$ cat src/rtl/lieat_pkg.sv
// Shared definitions for the lieat AXI read path: widths, AXI constants,
// arbiter grant encoding and the read-arbiter FSM state type.
package lieat_pkg;

  localparam int XLEN   = 32;
  localparam int AXILEN = 64;

  localparam logic [3:0] IC_ID      = 4'd0;
  localparam logic [3:0] DC_ID      = 4'd1;
  localparam logic [1:0] BURST_INCR = 2'b01;
  localparam logic [1:0] RESP_OKAY  = 2'b00;
  localparam logic [2:0] IC_SIZE    = 3'b011;

  typedef enum logic [1:0] {
    ST_IDLE = 2'd0,
    ST_ADDR = 2'd1,
    ST_DATA = 2'd2
  } state_t;

  typedef enum logic {
    GNT_IC = 1'b0,
    GNT_DC = 1'b1
  } gnt_t;

endpackage

$ cat src/rtl/lieat_axi_rd_arb_if.sv
// AXI read-address / read-data channel bundle between the arbiter (master)
// and the memory side (slave).
interface lieat_axi_rd_arb_if;
  import lieat_pkg::*;

  logic              arvalid;
  logic              arready;
  logic [XLEN-1:0]   araddr;
  logic [3:0]        arid;
  logic [7:0]        arlen;
  logic [2:0]        arsize;
  logic [1:0]        arburst;
  logic              rvalid;
  logic              rready;
  logic [AXILEN-1:0] rdata;
  logic [1:0]        rresp;
  logic              rlast;
  logic [3:0]        rid;

  modport master (
    output arvalid, araddr, arid, arlen, arsize, arburst, rready,
    input  arready, rvalid, rdata, rresp, rlast, rid
  );

  modport slave (
    input  arvalid, araddr, arid, arlen, arsize, arburst, rready,
    output arready, rvalid, rdata, rresp, rlast, rid
  );

endinterface

$ cat src/rtl/lieat_rr_arb2.sv
// Two-input round-robin arbiter. Grant is combinational from the requests;
// the last-granted client is registered and updated by the owner on upd.
module lieat_rr_arb2
  import lieat_pkg::*;
(
  input  logic       clock,
  input  logic       reset,
  input  logic [1:0] req,
  input  logic       upd,
  input  gnt_t       upd_gnt,
  output logic [1:0] gnt
);

  gnt_t last_q;

  // Remember who was served last; reset favours icache on the first tie.
  always_ff @(posedge clock or posedge reset) begin
    if (reset)    last_q <= GNT_DC;
    else if (upd) last_q <= upd_gnt;
  end

  // Single requester wins outright; a tie goes to the one not served last.
  always_comb begin
    gnt = '0;
    case (req)
      2'b01:   gnt = 2'b01;
      2'b10:   gnt = 2'b10;
      2'b11:   gnt = (last_q == GNT_DC) ? 2'b01 : 2'b10;
      default: gnt = '0;
    endcase
  end

endmodule

$ cat src/rtl/lieat_axi_rd_arb.sv
// Shares one AXI read port between icache line fills and dcache single
// reads, with exactly one transaction outstanding at a time.
module lieat_axi_rd_arb
  import lieat_pkg::*;
#(
  parameter logic [7:0] IC_ARLEN = 8'd3
) (
  input  logic              clock,
  input  logic              reset,
  input  logic              ic_arvalid,
  output logic              ic_arready,
  input  logic [XLEN-1:0]   ic_araddr,
  output logic              ic_rvalid,
  input  logic              ic_rready,
  input  logic              dc_arvalid,
  output logic              dc_arready,
  input  logic [XLEN-1:0]   dc_araddr,
  input  logic [2:0]        dc_arsize,
  output logic              dc_rvalid,
  input  logic              dc_rready,
  output logic [AXILEN-1:0] rd_data,
  output logic              rd_last,
  output logic              rd_err,
  lieat_axi_rd_arb_if.master m
);

  state_t          state, nxt;
  gnt_t            grant_q;
  logic [XLEN-1:0] addr_q;
  logic [7:0]      len_q;
  logic [2:0]      size_q;
  logic [3:0]      id_q;
  logic [1:0]      gnt;
  logic            accept;
  logic            done;
  logic            m_rready;

  lieat_rr_arb2 u_arb (
    .clock   (clock),
    .reset   (reset),
    .req     ({dc_arvalid, ic_arvalid}),
    .upd     (done),
    .upd_gnt (grant_q),
    .gnt     (gnt)
  );

  // FSM state register.
  always_ff @(posedge clock or posedge reset) begin
    if (reset) state <= ST_IDLE;
    else       state <= nxt;
  end

  // Next state, client handshakes and R-channel steering.
  // arready is gated by reset so the comb pulse cannot leak while in reset.
  always_comb begin
    nxt        = state;
    accept     = 1'b0;
    done       = 1'b0;
    ic_arready = 1'b0;
    dc_arready = 1'b0;
    ic_rvalid  = 1'b0;
    dc_rvalid  = 1'b0;
    m_rready   = 1'b0;
    case (state)
      ST_IDLE: begin
        if (!reset && (ic_arvalid || dc_arvalid)) begin
          accept     = 1'b1;
          ic_arready = gnt[0];
          dc_arready = gnt[1];
          nxt        = ST_ADDR;
        end
      end
      ST_ADDR: begin
        if (m.arready) nxt = ST_DATA;
      end
      ST_DATA: begin
        if (grant_q == GNT_IC) begin
          ic_rvalid = m.rvalid;
          m_rready  = ic_rready;
        end else begin
          dc_rvalid = m.rvalid;
          m_rready  = dc_rready;
        end
        if (m.rvalid && m_rready && m.rlast) begin
          done = 1'b1;
          nxt  = ST_IDLE;
        end
      end
      default: nxt = ST_IDLE;
    endcase
  end

  // Capture the winning request's AR fields at acceptance.
  always_ff @(posedge clock or posedge reset) begin
    if (reset) begin
      grant_q <= GNT_IC;
      addr_q  <= '0;
      len_q   <= '0;
      size_q  <= '0;
      id_q    <= '0;
    end else if (accept) begin
      if (gnt[0]) begin
        grant_q <= GNT_IC;
        addr_q  <= ic_araddr & ~32'h7;
        len_q   <= IC_ARLEN;
        size_q  <= IC_SIZE;
        id_q    <= IC_ID;
      end else begin
        grant_q <= GNT_DC;
        addr_q  <= dc_araddr;
        len_q   <= '0;
        size_q  <= dc_arsize;
        id_q    <= DC_ID;
      end
    end
  end

  assign m.arvalid = (state == ST_ADDR);
  assign m.araddr  = addr_q;
  assign m.arid    = id_q;
  assign m.arlen   = len_q;
  assign m.arsize  = size_q;
  assign m.arburst = BURST_INCR;
  assign m.rready  = m_rready;

  assign rd_data = m.rdata;
  assign rd_last = m.rlast;
  assign rd_err  = m.rvalid & ((m.rresp != RESP_OKAY) | (m.rid != id_q));

endmodule
$ cat src/flat_wrapper.sv
// flat-port wrapper written by rule: the top's interface ports become plain ports
module lieat_axi_rd_arb_flat import lieat_pkg::*;
#(
  parameter logic [7:0] IC_ARLEN = 8'd3
)
  (clock, reset, ic_arvalid, ic_arready, ic_araddr, ic_rvalid, ic_rready, dc_arvalid, dc_arready, dc_araddr, dc_arsize, dc_rvalid, dc_rready, rd_data, rd_last, rd_err, m_arvalid, m_araddr, m_arid, m_arlen, m_arsize, m_arburst, m_rready, m_arready, m_rvalid, m_rdata, m_rresp, m_rlast, m_rid);
  lieat_axi_rd_arb_if m_i ();
  input  logic clock;
  input  logic reset;
  input  logic ic_arvalid;
  output logic ic_arready;
  input  logic [XLEN-1:0] ic_araddr;
  output logic ic_rvalid;
  input  logic ic_rready;
  input  logic dc_arvalid;
  output logic dc_arready;
  input  logic [XLEN-1:0] dc_araddr;
  input  logic [2:0] dc_arsize;
  output logic dc_rvalid;
  input  logic dc_rready;
  output logic [AXILEN-1:0] rd_data;
  output logic rd_last;
  output logic rd_err;
  output wire logic [$bits(m_i.arvalid)-1:0] m_arvalid;
  output wire logic [$bits(m_i.araddr)-1:0] m_araddr;
  output wire logic [$bits(m_i.arid)-1:0] m_arid;
  output wire logic [$bits(m_i.arlen)-1:0] m_arlen;
  output wire logic [$bits(m_i.arsize)-1:0] m_arsize;
  output wire logic [$bits(m_i.arburst)-1:0] m_arburst;
  output wire logic [$bits(m_i.rready)-1:0] m_rready;
  input wire logic [$bits(m_i.arready)-1:0] m_arready;
  input wire logic [$bits(m_i.rvalid)-1:0] m_rvalid;
  input wire logic [$bits(m_i.rdata)-1:0] m_rdata;
  input wire logic [$bits(m_i.rresp)-1:0] m_rresp;
  input wire logic [$bits(m_i.rlast)-1:0] m_rlast;
  input wire logic [$bits(m_i.rid)-1:0] m_rid;
  assign m_arvalid = m_i.arvalid;
  assign m_araddr = m_i.araddr;
  assign m_arid = m_i.arid;
  assign m_arlen = m_i.arlen;
  assign m_arsize = m_i.arsize;
  assign m_arburst = m_i.arburst;
  assign m_rready = m_i.rready;
  assign m_i.arready = m_arready;
  assign m_i.rvalid = m_rvalid;
  assign m_i.rdata = m_rdata;
  assign m_i.rresp = m_rresp;
  assign m_i.rlast = m_rlast;
  assign m_i.rid = m_rid;
  lieat_axi_rd_arb #(.IC_ARLEN(IC_ARLEN)) u_core (.clock(clock), .reset(reset), .ic_arvalid(ic_arvalid), .ic_arready(ic_arready), .ic_araddr(ic_araddr), .ic_rvalid(ic_rvalid), .ic_rready(ic_rready), .dc_arvalid(dc_arvalid), .dc_arready(dc_arready), .dc_araddr(dc_araddr), .dc_arsize(dc_arsize), .dc_rvalid(dc_rvalid), .dc_rready(dc_rready), .rd_data(rd_data), .rd_last(rd_last), .rd_err(rd_err), .m(m_i));
endmodule
$ cat config.mk
export PLATFORM = sky130hd
export DESIGN_NAME = lieat_axi_rd_arb_flat
export DESIGN_NICKNAME = d
export VERILOG_FILES = /design/src/rtl/lieat_pkg.sv /design/src/rtl/lieat_axi_rd_arb_if.sv /design/src/rtl/lieat_rr_arb2.sv /design/src/rtl/lieat_axi_rd_arb.sv /design/src/flat_wrapper.sv
export SDC_FILE = /design/constraint.sdc
export NUM_CORES = 1
export LEC_CHECK = 0
export CORE_AREA = 2 2 104 106
export CTS_BUF_LIST = sky130_fd_sc_hd__clkbuf_8
export CTS_CLUSTER_SIZE = 20
export DETAILED_ROUTE_END_ITERATION = 10
export DIE_AREA = 0 0 106 108
export PLACE_DENSITY = 0.72
export SYNTH_ARGS = -nofsm -noshare
export SYNTH_HDL_FRONTEND = slang
export SYNTH_SLANG_ARGS = --single-unit
$ cat constraint.sdc
create_clock -name clock -period 2.8 [get_ports clock]
set_input_delay 0.56 -clock clock [delete_from_list [all_inputs] [get_ports clock]]
set_output_delay 0.56 -clock clock [all_outputs]
set_load 0.01 [all_outputs]
Word-level counts from Yosys, hierarchy flattened
Cells that the tools add are included.
{"block": "classes", "n_mux": 26, "bitwise": 2, "eq_ne": 9, "n_reduce_logical": 8}
{"op": "$mux W32", "n": 1}
{"op": "$mux W1", "n": 17}
{"op": "$pmux W2 S3", "n": 2}
{"op": "$mux W2", "n": 5}
{"op": "$eq A2 B2 Y1 const B", "n": 3}
{"op": "$ne A2 B1 Y1 const B", "n": 3}
{"op": "$eq A2 B1 Y1 const B", "n": 2}
{"op": "$ne A4 B4 Y1", "n": 1}
{"op": "$logic_and A1 B1 Y1", "n": 3}
{"op": "$mux W3", "n": 1}
{"op": "$reduce_and A3 Y1", "n": 1}
{"op": "$logic_not A2 Y1", "n": 1}
{"op": "$reduce_bool A2 Y1", "n": 1}
{"op": "$and A1 B1 Y1", "n": 1}
{"op": "$logic_not A1 Y1", "n": 1}
{"op": "$logic_or A1 B1 Y1", "n": 1}
{"op": "$or A1 B1 Y1", "n": 1}
{"block": "word_totals", "input_bits": 146, "word_cells": 52, "register_bits": 51, "output_inout_bits": 121}

Longest topological paths before layout
Gate-level depths: netlist of the first run.
{"block": "depth", "depth_word": 6, "mapped_depth": 6, "ltp_nobuf": 4}

By module
Synthesis of the first run repeated with hierarchy kept, for this count alone.
{"block": "hier_totals", "hier_cells": 230, "hier_area_um2": 2636.3}
{"module": "lieat_axi_rd_arb", "instances": 1, "cells_per_inst": 223, "seq_area_each_um2": 975.9, "area_per_inst_um2": 2578.7}
{"module": "lieat_rr_arb2", "instances": 1, "cells_per_inst": 7, "seq_area_each_um2": 26.3, "area_per_inst_um2": 57.6}

Least setup slack after synthesis of the first run
OpenSTA, ideal clock, no wires.
{"block": "synth_timing", "path_type": "input port to output port", "startpoint": "input port reset", "endpoint": "output port ic_arready", "required_time_ps": 2240, "arrival_time_ps": 1396, "path_buffers": 2, "path_stages": 4, "slack_ps": 844, "cell_sequence": "or3_1 buf_2 buf_6 nor3b_2"}
{"block": "synth_via", "elab_chain_cells": 4}
{"item": "from (decl)", "line_no": "flat_wrapper.sv:9", "text": "input logic reset;"}
{"item": "$logic_not A1 Y1 (no line)"}
{"item": "$logic_and A1 B1 Y1", "line_no": "lieat_axi_rd_arb.sv:66", "text": "if (!reset && (ic_arvalid || dc_arvalid)) begin"}
{"item": "$mux W1", "line_no": "lieat_axi_rd_arb.sv:66"}
{"item": "$mux W1", "line_no": "lieat_axi_rd_arb.sv:64", "text": "case (state)"}
{"item": "to (decl)", "line_no": "flat_wrapper.sv:11", "text": "output logic ic_arready;"}
Every way passes these cells.

Final worst setup path of the first run
{"block": "layout_timing", "startpoint": "input port reset", "endpoint": "output port dc_arready"}
{"block": "layout_via", "elab_chain_cells": 4}
{"item": "$logic_not A1 Y1 (no line)"}
{"item": "$logic_and A1 B1 Y1", "line_no": "lieat_axi_rd_arb.sv:66"}
{"item": "$mux W1", "line_no": "lieat_axi_rd_arb.sv:66"}
{"item": "$mux W1", "line_no": "lieat_axi_rd_arb.sv:64"}
{"item": "to (decl)", "line_no": "flat_wrapper.sv:16", "text": "output logic dc_arready;"}
Every way passes these cells.

==> results of run 1 <==
-- critical path, delay by kind of cell --
kind	cells	cell delay (ns)
simple gates	2	0.39
buf+inv	3	1.18
-- final timing paths --
kind                               startpoint             endpoint  slack [ns]  cells past startpoint
max                                     reset           dc_arready        0.11                      5
min reg2reg                u_core.m.arsize[0]   u_core.m.arsize[0]        0.51                      1
max in group asynchronous               reset  u_core.m.araddr[12]        1.67                      3
max reg2reg                   u_core.state[1]  u_core.m.araddr[21]        1.05                      5
min                        u_core.m.arsize[0]   u_core.m.arsize[0]        0.51                      1
min in group asynchronous               reset      u_core.state[1]        0.64                      2
-- power breakdown --
group	total (mW)	internal (mW)	switching [mW]	leakage [nW]
Sequential	1.02	0.847	0.169	0.491
Clock	0.564	0.351	0.213	0.0642
Combinational	1.51	0.857	0.655	0.878
-- cell usage in the layout (no fill, tap or decap), drive strengths merged, types with 2 or more instances in the layout --
cell type,netlist,final
nor2,5,5
o21ai,2,2
clkbuf,3,5
buf,92,7
inv,5,5
a22o,4,4
nor3,34,34
a221o,29,29
nand2,31,31
nand2b,2,2
conb,2,11
dfrtp,39,39
o22a,2,2
bufinv,0,2
clkdlybuf4s50,0,123
-- kinds of logic after synthesis --
logic type	Yosys count
AND/OR/NAND/NOR	76
other	2
buffers and inverters	100
multiplexers	2
XOR/XNOR	1
AO/OA/AOI/OAI	41
flip-flops	40
-- flip-flops by register name, summed over array words and instances (netlist names) --
signal               count
u_core.m.arlen           1
u_core.m.arsize          3
u_core.m.arid            1
u_core.m.araddr         32
u_core.u_arb.last_q      1
u_core.state             2
-- timing repair --
| item | in CTS | in global routing |
|---|---|---|
| setup buffers | 0 | 0 |
| setup endpoints to repair | 1 | 0 |
| hold buffers | 0 | 0 |
| resized for setup | 1 | 0 |
-- cells in the mapped netlist, drive strengths merged --
cell | count | share of area (%)
mux2i | 1 | 0.38
nor3b | 1 | 0.48
clkbuf | 3 | 0.43
o21ai | 2 | 0.52
nand2 | 31 | 4.4
inv | 5 | 0.71
buf | 92 | 26
a221o | 29 | 11
or3 | 1 | 0.24
xnor2 | 1 | 0.33
o21a | 1 | 0.29
nor2 | 5 | 1.0
nand3 | 1 | 0.19
a22o | 4 | 1.3
dfstp | 1 | 1.0
nor2b | 1 | 0.24
mux2 | 1 | 0.43
o22a | 2 | 0.67
nor3 | 34 | 12
o2bb2ai | 1 | 0.33
conb | 2 | 0.29
a21oi | 1 | 0.19
a31oi | 1 | 0.24
nand2b | 2 | 0.48
dfrtp | 39 | 37
-- layout make-up --
cell class | instances | area [um2] | share of cell area [%]
clock buffer | 5 | 68.8 | 1.91
clock inverter | 2 | 60.1 | 1.67
inverter | 5 | 18.8 | 0.522
multi-input combinational | 131 | 972 | 27.0
sequential | 40 | 1000 | 27.9
tap | 136 | 170 | 4.73
timing repair buffer | 131 | 1310 | 36.3
-- through the flow --
| stage | setup TNS (ns) | setup WS, ns | total power, mW |
|---|---|---|---|
| floorplan | 0 | 0.844 | 1.86 |
| global placement | -0.152 | -0.152 | 2.53 |
| detailed placement | -0.163 | -0.163 | 2.56 |
| CTS | 0 | 0.0562 | 3.15 |
| global route | 0 | 0.0228 | 3.29 |
| finish | 0 | 0.108 | 3.09 |
-- layer usage --
metal / track usage, % / vias to the layer above / share of wire [%]
met5: 0 / - / 0
met4: 7.05 / 0 / 3.5
met3: 4.04 / 33 / 9.1
met2: 25.3 / 135 / 49
met1: 14.4 / 1016 / 39
li1: - / 927 / -
==> results.yml, run 1 <==
layout:
  fillerInstances: 1022
  drive_above_1_share_pct: 15.9
  antenna_cells: 0
  final_cells: 450
  final_nets: 460
  area_growth_pct: 36.8
  final_core_util_pct: 35.2
  design_area_mm2: 0.00360
grt:
  grt_max_degree: 36
  antenna_found_initial: 0
  groute.usage.overall_pct: 13.8
  grt_pass1_wl_um: 12200
  grt_pass1_vias: 2208
  grt_overflow: 0
clock_network:
  h-tree-depth: 2
  tritoncts: "done"
  cts.path.max_buffers: 2
  clkTransAtPathRegs_ns: 0.08
  clock-sinks: 40
  cts-buffers-inserted: 5
  clkLatencyLatePin_ns: 0.29
  clock-root-buffer: "clkbuf_8"
critical_path:
  critPathCaptureType: "primary output"
  cp.required_ns: 2.24
  crit_type: "input pin to primary output"
  slowest_delay_ns: 0.56
  cp_cell_sequence: "clkdlybuf4s50_1, nor3_2, nand3_1, inv_1, clkdlybuf4s50_1"
  critical_path_arrival_ns: 2.13
  startpoint_type: "input pin"
  cp_max_fo: 4
  slowest_stage: "clkdlybuf4s50_1"
  crit_top_cell: "clkdlybuf4s50_1"
power_and_ir_drop:
  p_leak_nw: 1.43
  ir_worst_vdd_mv: 0.305
  powerDensity_mw_per_mm2: 859
route:
  dr.pass1.iters: 4
  drcViolationCount: 0
  drt_iter0_markers: 126
  antenna_left: 0
  wl_per_cell_um: 17.8
  drt-vias-per-instance: 4.69
  wl_um: 8010
  vias: 2111
synth:
  postSynthAreaPerCell_um2: 10.0
  synth_seq_area_share_pct: 38.1
  syn_area_mm2: 0.00263
  yosysWarnings: 0
  yosys.area_share.simple_pct: 19.0
  synthDistinctLibCells: 30
  synth_xor_area_share_pct: 0.333
  syn_inst: 262
  synth_compound_area_share_pct: 14.6
  ys_seq_elements: 40
  synth_fa_ha_area_share_pct: 0
  synth_mux_area_share_pct: 0.809
  synth_top_family_by_area: "buffers and inverters"
sta:
  period_share_pct: 96.2
  clock_skew_ns: 0.00469
  min_period_ns: 2.69
  whs_ns: 0.515
  worst_pin_slew_ns: 1.07
  fmax_ghz: 0.371
  slew_headroom_pct: 28.7
  rsz0062_at_grt: "false"
  drv_slew: 0
  finalSetupViolCount: 0
  hold_viol_final: 0
floorplan:
  coreArea_mm2: 0.0102
  initial_core_util_pct: 25.7
  io_pins: 267
  die-area_mm2: 0.0114
  fp-row-count: 37
  die_h_um: 108
  die_x_um: 106
placement:
  dpl.cell_count: 443
  dpl_cell_area_mm2: 0.00347
  gp_congestion: 0.747
  dp_hpwl_um: 5670
  port_buffers: 124
status:
  status: "finished, final reports clean"
worst_hold_path:
  hold_class: "register to register"
job:
  maxCapViolCount: 0
Power figures use the tool's default switching activity.
==> inputs of run 2 (changes only) <==
--- a/config.mk
+++ b/config.mk
@@ -7,6 +7,7 @@
 export LEC_CHECK = 0
 export CORE_AREA = 2 2 104 106
 export CTS_BUF_LIST = sky130_fd_sc_hd__clkbuf_8
+export CTS_CLUSTER_DIAMETER = 80
 export CTS_CLUSTER_SIZE = 20
 export DETAILED_ROUTE_END_ITERATION = 10
 export DIE_AREA = 0 0 106 108
==> results of run 2 <==
No change in the layout: final DEF, timing and power equal those of run 1.
==> inputs of run 3 (changes only) <==
--- a/config.mk
+++ b/config.mk
@@ -5,13 +5,12 @@
 export SDC_FILE = /design/constraint.sdc
 export NUM_CORES = 1
 export LEC_CHECK = 0
-export CORE_AREA = 2 2 104 106
-export CTS_BUF_LIST = sky130_fd_sc_hd__clkbuf_8
+export CORE_AREA = 2 2 103 105
 export CTS_CLUSTER_DIAMETER = 80
 export CTS_CLUSTER_SIZE = 20
 export DETAILED_ROUTE_END_ITERATION = 10
-export DIE_AREA = 0 0 106 108
-export PLACE_DENSITY = 0.72
+export DIE_AREA = 0 0 105 107
+export PLACE_DENSITY = 0.73
 export SYNTH_ARGS = -nofsm -noshare
 export SYNTH_HDL_FRONTEND = slang
 export SYNTH_SLANG_ARGS = --single-unit
==> constraint.sdc (replaced) <==
create_clock -name clock -period 2.6 [get_ports clock]
set_input_delay 0.52 -clock clock [delete_from_list [all_inputs] [get_ports clock]]
set_output_delay 0.52 -clock clock [all_outputs]
set_load 0.01 [all_outputs]
==> run 3 against run 2 <==
Critical path depth stayed put. Clock power is 6.9% higher. Clock skew is 0.0028 ns higher. Critical path type unchanged. Clock-buffer cell count stayed put. Combinational power is 9% higher. Cell area is 0.24% higher.
==> results.yml, run 3 (synthesis results as in run 1) <==
grt:
  grt_overflow: 0
  grt_max_degree: 34
  antenna_found_initial: 0
  groute.usage.overall_pct: 14.2
  grt_pass1_vias: 2185
  grt_pass1_wl_um: 12300
critical_path:
  r2r_cells: 4
  critical_path_arrival_ns: 2.01
  cp_max_fo: 3
  startpoint_type: "input pin"
  crit_type: "input pin to primary output"
  cp.required_ns: 2.08
  critPathCaptureType: "primary output"
sta:
  fmax_ghz: 0.395
  rsz0062_at_grt: "true"
  worst_pin_slew_ns: 0.529
  min_period_ns: 2.53
  drv_slew: 0
  finalSetupViolCount: 0
  slew_headroom_pct: 64.7
  hold_viol_final: 0
  clock_skew_ns: 0.00753
  worst_slack_ns: 0.0681
  period_share_pct: 97.4
job:
  maxCapViolCount: 0
layout:
  drive_above_1_share_pct: 16.5
  fillerInstances: 1070
  final_cell_mix: "clkdlybuf4s50_1 (123), dfrtp_1 (39), nand2_1 (31)"
  layout_commonest_cell: "clkdlybuf4s50_1"
  final_nets: 462
  area_growth_pct: 37.2
  antenna_cells: 0
  final_core_util_pct: 35.7
  multi_input_area_um2: 965
  design_area_mm2: 0.00361
  largest_reg_flops: 32
  seqCellArea_mm2: 0.00100
route:
  drt-vias-per-instance: 4.69
  vias: 2118
  wl_per_cell_um: 18.1
  wl_um: 8190
  antenna_left: 0
  drcViolationCount: 0
  drt_iter0_markers: 72
  dr.pass1.iters: 4
clock_network:
  cts-buffers-inserted: 5
  clock-root-buffer: "clkbuf_8"
  clock-sinks: 40
  post-cts-setup-buffer-count: 0
  tritoncts: "done"
  clkTransAtPathRegs_ns: 0.07
  h-tree-depth: 2
  clkLatencyLatePin_ns: 0.30
  cts.path.max_buffers: 2
power_and_ir_drop:
  ir_worst_vdd_mv: 0.316
  p_leak_nw: 1.44
  powerDensity_mw_per_mm2: 927
floorplan:
  io_pins: 267
  die_h_um: 107
  initial_core_util_pct: 26.0
  die_x_um: 105
  fp-row-count: 37
  die-area_mm2: 0.0112
  coreArea_mm2: 0.0101
worst_hold_path:
  hold_class: "register to register"
  holdPathStages: 1
placement:
  dp_hpwl_um: 6150
  gp_congestion: 0.731
  post-place-ws_ns: -0.269
  port_buffers: 124
  dpl_cell_area_mm2: 0.00348
status:
  status: "finished, final reports clean"
## run 3: changes by cell type in the layout (fill, tap and decap cells not counted), sizes merged
cell and change:
clkdlybuf4s15 +1, buf +2, dlygate4sd2 -1
## run 3: layout make-up
cell class,count,share of cell area (%)
clock inverter,2,1.67
tap,136,4.72
clock buffer,5,1.91
sequential,40,27.8
multi-input combinational,131,26.8
timing repair buffer,133,36.6
inverter,5,0.520
## run 3: per-stage QoR
stage | total power, mW | setup TNS, ns | hold slack, ns | cells
finish | 3.34 | 0 | 0.512 | 452
global route | 3.53 | -0.0102 | 0.533 | 452
CTS | 3.40 | 0 | 0.515 | 452
detailed placement | 2.78 | -0.269 | 0.496 | 445
global placement | 2.73 | -0.282 | 0.493 | 445
floorplan | 2.00 | 0 | 0.544 | 271
## run 3: worst paths after layout
path	startpoint	end	slack [ns]
max	reset	dc_arready	0.07
min	u_core.m.arsize[0]	u_core.m.arsize[0]	0.51
max reg2reg	u_core.state[1]	u_core.m.araddr[31]	0.91
min reg2reg	u_core.m.arsize[0]	u_core.m.arsize[0]	0.51
max in group asynchronous	reset	u_core.m.araddr[12]	1.32
min in group asynchronous	reset	u_core.m.araddr[16]	0.60
## run 3: power by group
part	leakage (nW)	internal (mW)	total (mW)	switching, mW
Combinational	0.883	0.936	1.64	0.702
Clock	0.0642	0.378	0.603	0.225
Sequential	0.491	0.912	1.10	0.188
Total	1.44	2.23	3.34	1.11
## run 3: worst max-delay path: stages
cell and delay (ns):
clkdlybuf4s50_1 0.46, nor3_2 0.20, nand3_1 0.14, inv_1 0.13
clkdlybuf4s50_1 0.55
## run 3: per-layer routing
metal	wire length, um	share of wire (%)	track usage (%)
met1	2980	36	14.7
met2	4320	53	26.2
met3	706	8.6	5.17
met4	189	2.3	5.62
met5	0	0	0
## run 3: timing repair
item | in CTS | in global routing
hold buffers | 0 | 0
resized for setup | 1 | 1
setup endpoints to repair | 1 | 2
gates cloned | 0 | 0
